File: config.mk
export PLATFORM = sky130hd
export DESIGN_NAME = bpsk_correlator_flat
export DESIGN_NICKNAME = d
export VERILOG_FILES = /design/src/rtl/bpsk_pkg.sv /design/src/rtl/bpsk_correlator_if.sv /design/src/rtl/sine_wave.sv /design/src/rtl/bpsk_correlator.sv /design/src/flat_wrapper.sv
export SDC_FILE = /design/constraint.sdc
export NUM_CORES = 1
export LEC_CHECK = 0
export CORE_MARGIN = 3
export CORE_UTILIZATION = 63
export CTS_BUF_LIST = sky130_fd_sc_hd__clkbuf_4 sky130_fd_sc_hd__clkbuf_8
export CTS_CLUSTER_DIAMETER = 30
export CTS_CLUSTER_SIZE = 30
export DETAILED_ROUTE_END_ITERATION = 8
export GPL_TIMING_DRIVEN = 0
export PLACE_DENSITY_LB_ADDON = 0.1
export SLEW_MARGIN = 20
export SYNTH_ARGS = -nofsm -noshare
export SYNTH_HDL_FRONTEND = slang
export SYNTH_SLANG_ARGS = --single-unit
File: constraint.sdc
create_clock -name clock -period 9.4 [get_ports clock]
set_clock_uncertainty 0.15 [all_clocks]
set_input_delay 1.88 -clock clock [delete_from_list [all_inputs] [get_ports clock]]
set_output_delay 1.88 -clock clock [all_outputs]
set_load 0.1 [all_outputs]
File: src/rtl/bpsk_pkg.sv
// Shared widths, decoding-mode encodings and sizing helper for the BPSK correlator.
package bpsk_pkg;
  localparam int DEF_DATA_WIDTH = 8;
  localparam int DEF_SPS        = 16;
  localparam int DEF_ACC_WIDTH  = 2*DEF_DATA_WIDTH + 16;

  typedef enum int {
    DIFF_COHERENT = 0,
    DIFF_DBPSK    = 1
  } diff_mode_e;

  // Narrowest accumulator that cannot overflow over one full symbol.
  function automatic int min_acc_width(int dw, int sps);
    return 2*dw + $clog2(sps);
  endfunction
endpackage

File: src/rtl/bpsk_correlator_if.sv
// Sample stream in, symbol decisions out; slave is the correlator's view.
interface bpsk_correlator_if import bpsk_pkg::*; #(
  parameter int DATA_WIDTH = DEF_DATA_WIDTH,
  parameter int ACC_WIDTH  = DEF_ACC_WIDTH
);
  logic signed [DATA_WIDTH-1:0] signal;
  logic                         sample_valid;
  logic                         symbol_sync;
  logic                         sym_valid;
  logic                         sym_ready;
  logic                         sym_bit;
  logic                         sym_erasure;
  logic signed [ACC_WIDTH-1:0]  sym_metric;
  logic                         overrun;
  logic                         clear_overrun;

  modport slave (
    input  signal, sample_valid, symbol_sync, sym_ready, clear_overrun,
    output sym_valid, sym_bit, sym_erasure, sym_metric, overrun
  );
  modport master (
    output signal, sample_valid, symbol_sync, sym_ready, clear_overrun,
    input  sym_valid, sym_bit, sym_erasure, sym_metric, overrun
  );
endinterface

File: src/rtl/sine_wave.sv
// One-period sine ROM over SAMPLES_PER_SYMBOL phases, built at elaboration from
// the integer Bhaskara approximation (no real arithmetic in hardware).
module sine_wave import bpsk_pkg::*; #(
  parameter  int DATA_WIDTH         = DEF_DATA_WIDTH,
  parameter  int SAMPLES_PER_SYMBOL = DEF_SPS,
  localparam int PW                 = $clog2(SAMPLES_PER_SYMBOL)
) (
  input  logic [PW-1:0]                i_phase,
  output logic signed [DATA_WIDTH-1:0] o_amp
);
  function automatic logic signed [DATA_WIDTH-1:0] sine_at(int k);
    longint n, amp, x, q, mag;
    bit     neg;
    n   = SAMPLES_PER_SYMBOL;
    amp = (64'sd1 <<< (DATA_WIDTH-1)) - 1;
    x   = 2*longint'(k);
    neg = (x >= n);
    if (neg) x = x - n;
    // x/n is the position within the half period; 16q/(5n^2-4q) ~ sin
    q   = x * (n - x);
    mag = (amp * 16 * q) / (5*n*n - 4*q);
    return DATA_WIDTH'(neg ? -mag : mag);
  endfunction

  logic signed [DATA_WIDTH-1:0] w_tab [SAMPLES_PER_SYMBOL];

  for (genvar k = 0; k < SAMPLES_PER_SYMBOL; k++) begin : g_tab
    assign w_tab[k] = sine_at(k);
  end

  assign o_amp = w_tab[i_phase];
endmodule

File: src/rtl/bpsk_correlator.sv
// Sine-reference correlator: integrates signal*ref over each symbol, decides the
// bit (coherent or differential) and holds it behind a valid/ready register.
module bpsk_correlator import bpsk_pkg::*; #(
  parameter int          DATA_WIDTH         = DEF_DATA_WIDTH,
  parameter int          SAMPLES_PER_SYMBOL = DEF_SPS,
  parameter int          ACC_WIDTH          = 2*DATA_WIDTH + 16,
  parameter int unsigned ERASE_THRESH       = 0,
  parameter int          DIFF_MODE          = DIFF_COHERENT
) (
  input logic                clock,
  input logic                reset_n,
  bpsk_correlator_if.slave   bus
);
  localparam int            PW     = $clog2(SAMPLES_PER_SYMBOL);
  localparam int            PROD_W = 2*DATA_WIDTH;
  localparam logic [PW-1:0] LAST   = PW'(SAMPLES_PER_SYMBOL - 1);

  if (ACC_WIDTH < min_acc_width(DATA_WIDTH, SAMPLES_PER_SYMBOL)) begin : g_acc_chk
    $fatal(1, "bpsk_correlator: ACC_WIDTH too narrow for DATA_WIDTH/SAMPLES_PER_SYMBOL");
  end
  if (SAMPLES_PER_SYMBOL < 2 || SAMPLES_PER_SYMBOL > 65535) begin : g_sps_chk
    $fatal(1, "bpsk_correlator: SAMPLES_PER_SYMBOL out of range 2..65535");
  end

  logic [PW-1:0]                r_phase, w_phase;
  logic signed [ACC_WIDTH-1:0]  r_acc, w_base, w_prod_ext, w_sum, r_metric;
  logic signed [DATA_WIDTH-1:0] w_ref;
  logic signed [PROD_W-1:0]     w_prod;
  logic [ACC_WIDTH-1:0]         w_mag;
  logic                         w_last, w_raw, w_bit, w_erase;
  logic                         r_prev_raw, r_sym_valid, r_bit, r_erase, r_overrun;

  // A sync pulse makes this cycle's sample phase 0 of a fresh symbol.
  assign w_phase = bus.symbol_sync ? '0 : r_phase;
  assign w_base  = bus.symbol_sync ? '0 : r_acc;

  sine_wave #(
    .DATA_WIDTH        (DATA_WIDTH),
    .SAMPLES_PER_SYMBOL(SAMPLES_PER_SYMBOL)
  ) u_sine (
    .i_phase(w_phase),
    .o_amp  (w_ref)
  );

  assign w_prod     = bus.signal * w_ref;
  assign w_prod_ext = {{(ACC_WIDTH-PROD_W){w_prod[PROD_W-1]}}, w_prod};
  assign w_sum      = w_base + w_prod_ext;
  assign w_last     = bus.sample_valid && (w_phase == LAST);

  assign w_raw   = w_sum[ACC_WIDTH-1];
  assign w_bit   = (DIFF_MODE == DIFF_DBPSK) ? (w_raw ^ r_prev_raw) : w_raw;
  assign w_mag   = w_raw ? -w_sum : w_sum;
  assign w_erase = {1'b0, w_mag} < (ACC_WIDTH+1)'(ERASE_THRESH);

  always_ff @(posedge clock or negedge reset_n) begin
    if (!reset_n) begin
      r_phase    <= '0;
      r_acc      <= '0;
      r_prev_raw <= 1'b0;
    end else begin
      if (bus.sample_valid) begin
        r_phase <= w_last ? '0 : w_phase + 1'b1;
        r_acc   <= w_last ? '0 : w_sum;
      end else if (bus.symbol_sync) begin
        r_phase <= '0;
        r_acc   <= '0;
      end
      if (bus.symbol_sync)  r_prev_raw <= 1'b0;
      else if (w_last)      r_prev_raw <= w_raw;
    end
  end

  // Decision register: a new decision always loads, even over an unconsumed one.
  always_ff @(posedge clock or negedge reset_n) begin
    if (!reset_n) begin
      r_sym_valid <= 1'b0;
      r_bit       <= 1'b0;
      r_erase     <= 1'b0;
      r_metric    <= '0;
      r_overrun   <= 1'b0;
    end else begin
      if (w_last) begin
        r_sym_valid <= 1'b1;
        r_bit       <= w_bit;
        r_erase     <= w_erase;
        r_metric    <= w_sum;
      end else if (r_sym_valid && bus.sym_ready) begin
        r_sym_valid <= 1'b0;
      end
      if (w_last && r_sym_valid && !bus.sym_ready) r_overrun <= 1'b1;
      else if (bus.clear_overrun)                  r_overrun <= 1'b0;
    end
  end

  assign bus.sym_valid   = r_sym_valid;
  assign bus.sym_bit     = r_bit;
  assign bus.sym_erasure = r_erase;
  assign bus.sym_metric  = r_metric;
  assign bus.overrun     = r_overrun;
endmodule

File: src/flat_wrapper.sv
// flat-port wrapper written by rule: the top's interface ports become plain ports
module bpsk_correlator_flat import bpsk_pkg::*;
#(
  parameter int          DATA_WIDTH         = DEF_DATA_WIDTH,
  parameter int          SAMPLES_PER_SYMBOL = DEF_SPS,
  parameter int          ACC_WIDTH          = 2*DATA_WIDTH + 16,
  parameter int unsigned ERASE_THRESH       = 0,
  parameter int          DIFF_MODE          = DIFF_COHERENT
)
  (clock, reset_n, bus_signal, bus_sample_valid, bus_symbol_sync, bus_sym_ready, bus_clear_overrun, bus_sym_valid, bus_sym_bit, bus_sym_erasure, bus_sym_metric, bus_overrun);
  bpsk_correlator_if #(.DATA_WIDTH(DATA_WIDTH), .ACC_WIDTH(ACC_WIDTH)) bus_i ();
  input logic clock;
  input logic reset_n;
  input wire logic [$bits(bus_i.signal)-1:0] bus_signal;
  input wire logic [$bits(bus_i.sample_valid)-1:0] bus_sample_valid;
  input wire logic [$bits(bus_i.symbol_sync)-1:0] bus_symbol_sync;
  input wire logic [$bits(bus_i.sym_ready)-1:0] bus_sym_ready;
  input wire logic [$bits(bus_i.clear_overrun)-1:0] bus_clear_overrun;
  output wire logic [$bits(bus_i.sym_valid)-1:0] bus_sym_valid;
  output wire logic [$bits(bus_i.sym_bit)-1:0] bus_sym_bit;
  output wire logic [$bits(bus_i.sym_erasure)-1:0] bus_sym_erasure;
  output wire logic [$bits(bus_i.sym_metric)-1:0] bus_sym_metric;
  output wire logic [$bits(bus_i.overrun)-1:0] bus_overrun;
  assign bus_i.signal = bus_signal;
  assign bus_i.sample_valid = bus_sample_valid;
  assign bus_i.symbol_sync = bus_symbol_sync;
  assign bus_i.sym_ready = bus_sym_ready;
  assign bus_i.clear_overrun = bus_clear_overrun;
  assign bus_sym_valid = bus_i.sym_valid;
  assign bus_sym_bit = bus_i.sym_bit;
  assign bus_sym_erasure = bus_i.sym_erasure;
  assign bus_sym_metric = bus_i.sym_metric;
  assign bus_overrun = bus_i.overrun;
  bpsk_correlator #(.DATA_WIDTH(DATA_WIDTH), .SAMPLES_PER_SYMBOL(SAMPLES_PER_SYMBOL), .ACC_WIDTH(ACC_WIDTH), .ERASE_THRESH(ERASE_THRESH), .DIFF_MODE(DIFF_MODE)) u_core (.clock(clock), .reset_n(reset_n), .bus(bus_i));
endmodule
==> results.md, run 1 <==
* Worst Setup SP: bus_symbol_sync
* Dpl ws at -0.860 ns
* Dpl cells at 994
* Commonest cells after routing, fill and taps aside: 135 x fa_1, 82 x inv_1, 77 x ha_1, 70 x dfrtp_1, 54 x nand2_1
* Pin count of the biggest net entering global routing at 42
* Syn_area_per_cell at 10.7 um2
* ANT nets after route at 0
* Slowest stage delay, CP at 0.61 ns
* Top post-synthesis cells by area: fa_1 33%, dfrtp_1 21%, ha_1 12%
* Setup CP Type: in -> reg
* Achievable Freq at 110 MHz
* I/O pins at 50
* Post-DP HPWL at 15700 um
* Hold buffer count at CTS at 0
* Setup TNS at 0 ns
* Post-synth EDFFs at 0
* Worst R2R End: u_core.bus.sym_metric[30]
* Number of distinct library cells after synthesis at 59
* Clock Latency Late Sink at 0.37 ns
* Post-synth top area share at 0.327
* WL final at 20100 um
* Die width at 121 um
* Reg2Reg Setup Slack at 2.36 ns
* Min-Delay Path Class: reg -> reg
* CTS Buf Count at 9
* Setup crit start kind: primary input
* Ys flop type: dfrtp_1
* Ant. Diodes at 0
* GPL Wtd Cong at 0.919
* Placed cell area at 0.00901 mm2
* Clk buf depth at 2
* PwrDens at 164 mW/mm2
* Relative slew slack at 0.340
* Setup WS post-layout at 0.329 ns
* WHS at 0.341 ns
* H-tree depth at 3
* Final number of hold-violating endpoints at 0
* Worst-path clk slew at 0.08 ns
* WP data arrival at 9.18 ns
* Layout Cells excl Fill at 1023
* CTS sink count at 70
* Starting density of the core at 0.650
* Most used cell, CP: ha_1
* Yosys warns at 0
* R2R Path Start: u_core.r_phase[0]
* DR iter-0 viols at 339
* Critical Path Sink: u_core.bus.sym_metric[30]
* Flip-flop and latch count after synthesis at 70
* Total congestion overflow at 0
* Period minus WS final at 9.07 ns
* Fin crit share at 0.965
* Required @ worst endpoint at 9.51 ns
* Peak VDD IR at 0.000123 V
* CP max stage cell: clkdlybuf4s50_1
* Residual DRC at 0
* Critical Path End Type: register
* Gate Count Post-Synth at 772
* Reg2reg path depth at 23
* Via count at 5987
* P_leak at 4.83 nW
* First-pass GRT wire length at 33600 um
* Sequential area share after synthesis at 0.212
* Die H at 121 um
* Final Cell Area at 0.00934 mm2
* Worst Tran Pin Value at 0.987 ns
* Syn Nets at 998
* Netlist Area Pre-Place at 0.00826 mm2
* Avg Vias per Cell at 5.85
* Vias in the first global route at 6597
* P&R area growth vs syn at 13.0%
* Final count of pins violating max slew at 0
* Share of cells above drive strength 1 at 0.0811
* # setup viols final at 0
* Crit Path Max Fanout at 10
* Core ar. at 0.0127 mm2
* Max-Cap Viols at 0
* Status: completed
* Avg WL per Cell at 19.6 um
* Total power at 1.53 mW
* Final core utilization at 0.734
* Final #Nets at 1072
* Most common cell after layout, fill and taps aside: fa_1
* # fillers at 969
* Gr usage total at 0.301
* FP Rows at 41
* CTS root buf: clkbuf_8
* Initial antenna violation count at 0
* CTS tree: built
* FFs w/ async S/R, synth at 1.00
* TritonRoute pass-1 iters at 5
* Full die area at 0.0145 mm2
* Buffers on Ports at 47
* Biggest area consumer among synthesized cells: fa_1
worst min path at each step:
stage	startpoint	endpoint	slack [ns]	cells past startpoint
2_1_floorplan	u_core.r_acc[5]	u_core.r_acc[5]	0.38	2
4_1_cts	u_core.bus.sym_metric[13]	u_core.bus.sym_metric[13]	0.34	2
5_1_grt	u_core.bus.sym_metric[30]	u_core.bus.sym_metric[30]	0.38	1
6_report	u_core.bus.sym_metric[15]	u_core.bus.sym_metric[15]	0.34	2
3_3_place_gp	u_core.bus.sym_metric[12]	u_core.bus.sym_metric[12]	0.32	2
3_5_place_dp	u_core.bus.sym_metric[23]	u_core.bus.sym_metric[23]	0.32	2
cells in the mapped netlist (3+ instances only):
master and instances:
fa_1 135, inv_1 85, ha_1 77, dfrtp_1 70, nand2_1 54, and2_1 53, o21ai_0 32, a21oi_1 29
nor2b_1 26, nor2_1 19, xnor2_1 18, o2bb2ai_1 17, xor2_1 17, nand2b_1 15, a21o_1 14, clkbuf_1 14
o21ai_1 12, mux2_2 11, nand3_1 8, a31o_1 6, nand4_1 4, and3_1 3, mux2_1 3, o21a_1 3
o22ai_1 3
cells by family after synthesis:
family,synth area share
buffers and inverters,0.0510
and+or+nand+nor,0.125
AOI/OAI and AO/OA,0.110
DFF,0.212
muxes,0.0203
other,0.000454
adders and majority gates,0.444
xor gates and xnor gates,0.0371
cell type report:
type / instances / area, um2 / area share
multi-input cells: 595 / 6110 / 0.654
flip-flops and latches: 70 / 1750 / 0.188
repair buffers: 63 / 626 / 0.0670
inverters: 86 / 334 / 0.0358
well taps: 172 / 215 / 0.0230
clock buffers: 10 / 131 / 0.0141
plain buffers: 21 / 100 / 0.0107
clock inverters: 6 / 71.3 / 0.00764
registers in the layout, indices dropped and copies added, names as in the netlist:
register	count
u_core.bus.sym_valid	1
u_core.bus.sym_metric	32
u_core.r_acc	32
u_core.bus.overrun	1
u_core.r_phase	4
metal layers:
layer	global-route usage	share of wire
met2	0.518	0.51
met3	0.0267	0.033
met4	0.139	0.044
met5	0	0
met1	0.390	0.41
report_power, final:
part           internal, mW  switching (mW)  total [mW]
registers             0.349          0.0120       0.361
clock network         0.127           0.133       0.260
logic                 0.378           0.529       0.907
timing repair:
action | in CTS | in global routing
buffers inserted | 13 | 0
setup endpoints to repair | 27 | 27
gates resized for setup | 5 | 5
critical path: cells and delay by family:
kind | cells | cell delay (ns)
adders and majority gates | 7 | 2.69
AOI/OAI and AO/OA | 7 | 1.85
buffers and inverters | 5 | 1.45
and+or+nand+nor | 4 | 0.88
muxes | 1 | 0.27
xor gates and xnor gates | 1 | 0.16
Note: power is estimated with default switching activity, not from simulation.
==> run 2: changes to the inputs <==
MAX_ROUTING_LAYER = met4   (was unset)
==> run 2 against run 1 <==
Effect of this change: design area is 0.32% lower; via count is 0.75% lower; flip-flop and latch count stayed put; sequential share of layout area is 0.061 points higher; register-to-register slack better by 0.03 ns; first-iteration DRC count is 0.29% lower; critical endpoint is now u_core.bus.sym_metric[25]; largest cell class unchanged; largest power group unchanged; highest routed layer unchanged.
==> results.md, run 2 (synthesized netlist as in run 1, its figures left out) <==
* GPL Wtd Cong at 0.934 (+1.6%)
* CTS tree: built
* ANT nets after route at 0 (unchanged)
* # setup viols final at 0 (unchanged)
* P&R area growth vs syn at 12.6%
* Core ar. at 0.0127 mm2 (unchanged)
* Avg Vias per Cell at 5.83 (-0.46%)
* Setup CP Type: in -> reg
* Clock Latency Late Sink at 0.38 ns (about the same)
* Starting density of the core at 0.650 (unchanged)
* Required @ worst endpoint at 9.48 ns (-0.03 ns)
* CTS root buf: clkbuf_8
* Final number of hold-violating endpoints at 0 (unchanged)
* Worst R2R End: u_core.bus.sym_metric[25]
* Setup TNS at 0 ns (unchanged)
* GR Util met3 at 0.0337 (+0.00702)
* Total congestion overflow at 0 (unchanged)
* Crit Path Max Fanout at 13 (+3)
* Relative slew slack at 0.343 (+0.00233)
* Unrepaired setup endpoints after global routing: no
* WL final at 19900 um (-0.98%)
* Gr usage total at 0.312 (+0.0105)
* Full die area at 0.0145 mm2 (unchanged)
* Min-Delay Path Class: reg -> reg
* Worst Setup SP: bus_symbol_sync
* CTS Buf Count at 9 (unchanged)
* Period minus WS final at 8.99 ns (-0.0812 ns)
* M2 GR Usage at 0.517 (-0.00140)
* PwrDens at 161 mW/mm2 (-1.9%)
* Reg2reg path depth at 22 (-4.3%)
* TritonRoute pass-1 iters at 5 (unchanged)
* FP Rows at 41 (unchanged)
* Worst-path clk slew at 0.08 ns (about the same)
* Share of cells above drive strength 1 at 0.0802 (-0.000892)
* P_leak at 4.80 nW (-0.45%)
* Final core utilization at 0.732 (-0.00236)
* Via count at 5942 (-0.75%)
* Ant. Diodes at 0 (unchanged)
* R2R Path Start: u_core.r_phase[1]
* CTS sink count at 70 (unchanged)
* Die width at 121 um (unchanged)
* Critical Path Sink: u_core.bus.sym_metric[25]
* Die H at 121 um (unchanged)
* First-pass GRT wire length at 33600 um (-0.18%)
* Most common cell after layout, fill and taps aside: fa_1
* Fin crit share at 0.956 (-0.00863)
* Vias in the first global route at 6505 (-1.4%)
* DR iter-0 viols at 338 (-0.29%)
* Clk buf depth at 2 (unchanged)
* Pin count of the biggest net entering global routing at 52 (+24%)
* I/O pins at 50 (unchanged)
* Commonest cells after routing, fill and taps aside: 134 x fa_1, 82 x inv_1, 77 x ha_1, 70 x dfrtp_1, 54 x nand2_1
* H-tree depth at 3 (unchanged)
* WP data arrival at 9.07 ns (-0.11 ns)
* Final count of pins violating max slew at 0 (unchanged)
* Initial antenna violation count at 0 (unchanged)
* Final #Nets at 1069 (-0.28%)
* Reg2Reg Setup Slack at 2.39 ns (+0.03 ns)
* Hold buffer count at CTS at 0 (unchanged)
* Peak VDD IR at 0.000131 V (+6.7%)
* Status: completed
* Busiest grt layer: met2
* Worst Tran Pin Value at 0.983 ns (-0.00348 ns)
* Setup crit start kind: primary input
* Post-DP HPWL at 15500 um (-1.2%)
* Max-Cap Viols at 0 (unchanged)
* Residual DRC at 0 (unchanged)
* Critical Path End Type: register
* Avg WL per Cell at 19.5 um (-0.68%)
* Achievable Freq at 111 MHz (+0.90%)
* Met1 Use GR at 0.398 (+0.00792)
* Buffers on Ports at 47 (unchanged)
run 2: cell count changes in the layout (fill, tap and decap cells not counted), moves of 2 or more:
| cell | before | now |
|---|---|---|
| clkinv_2 | 0 | 2 |
| buf_16 | 0 | 2 |
| buf_12 | 3 | 1 |
| buf_4 | 16 | 13 |
| o21ai_1 | 13 | 11 |
run 2: layer usage:
layer | vias up | part of all wire
li1 | 2679 | -
met1 | 3042 | 0.41
met2 | 172 | 0.52
met3 | 49 | 0.041
met4 | 0 | 0.035
met5 | - | 0
run 2: worst min-delay path by stage:
| stage | startpoint | to | cells after the start |
|---|---|---|---|
| global placement | u_core.bus.sym_metric[12] | u_core.bus.sym_metric[12] | 2 |
| CTS | u_core.bus.sym_metric[17] | u_core.bus.sym_metric[17] | 2 |
| detailed placement | u_core.bus.sym_metric[17] | u_core.bus.sym_metric[17] | 2 |
| global route | u_core.bus.sym_metric[17] | u_core.bus.sym_metric[17] | 2 |
| floorplan | u_core.r_acc[5] | u_core.r_acc[5] | 2 |
| finish | u_core.bus.sym_metric[17] | u_core.bus.sym_metric[17] | 2 |
run 2: timing repair:
| item | CTS | global route |
|---|---|---|
| buffers inserted | 10 | 0 |
| gates cloned | 0 | 0 |
| endpoints found under the setup margin | 26 | 22 |
| gates resized for setup | 6 | 4 |
run 2: area by class of cell:
class / count / area [um2]
Tap cell: 172 / 215
Timing Repair Buffer: 60 / 618
Clock inverter: 7 / 50.0
Buffer: 21 / 100
Inverter: 86 / 334
Multi-Input combinational cell: 595 / 6110
Sequential cell: 70 / 1750
Clock buffer: 9 / 124
Fill cell: 983 / 3410
run 2: power breakdown:
| group | internal, mW | total [mW] | switching [mW] |
|---|---|---|---|
| Clock | 0.0959 | 0.231 | 0.135 |
| Combinational | 0.376 | 0.901 | 0.525 |
| Sequential | 0.349 | 0.362 | 0.0123 |
| Total | 0.821 | 1.49 | 0.673 |
run 2: through the flow:
step	std cells	setup WS [ns]	hold slack, ns	total power, mW	instance area, um2
floorplan	772	0.702	0.382	1.03	8260
global placement	991	-1.42	0.317	1.21	8950
detailed placement	994	-0.899	0.321	1.25	9020
CTS	1020	0.138	0.338	1.50	9290
global route	1020	0.00884	0.363	1.63	9310
finish	1020	0.411	0.333	1.49	9310
run 2: worst max-delay path, cell delays in order:
cell	delay, ns
clkdlybuf4s50_1	0.53
clkbuf_2	0.27
nand2b_1	0.25
ha_1	0.32
nand2_1	0.05
nand2_1	0.06
a21oi_1	0.06
nor2_1	0.49
and2_2	0.58
buf_16	0.22
fa_1	0.44
fa_1	0.51
fa_1	0.56
fa_1	0.48
ha_1	0.29
ha_1	0.35
o21a_1	0.24
o211a_1	0.24
a31o_2	0.29
a21oi_1	0.31
inv_2	0.05
a21oi_1	0.19
xor2_1	0.30
o21ai_1	0.10
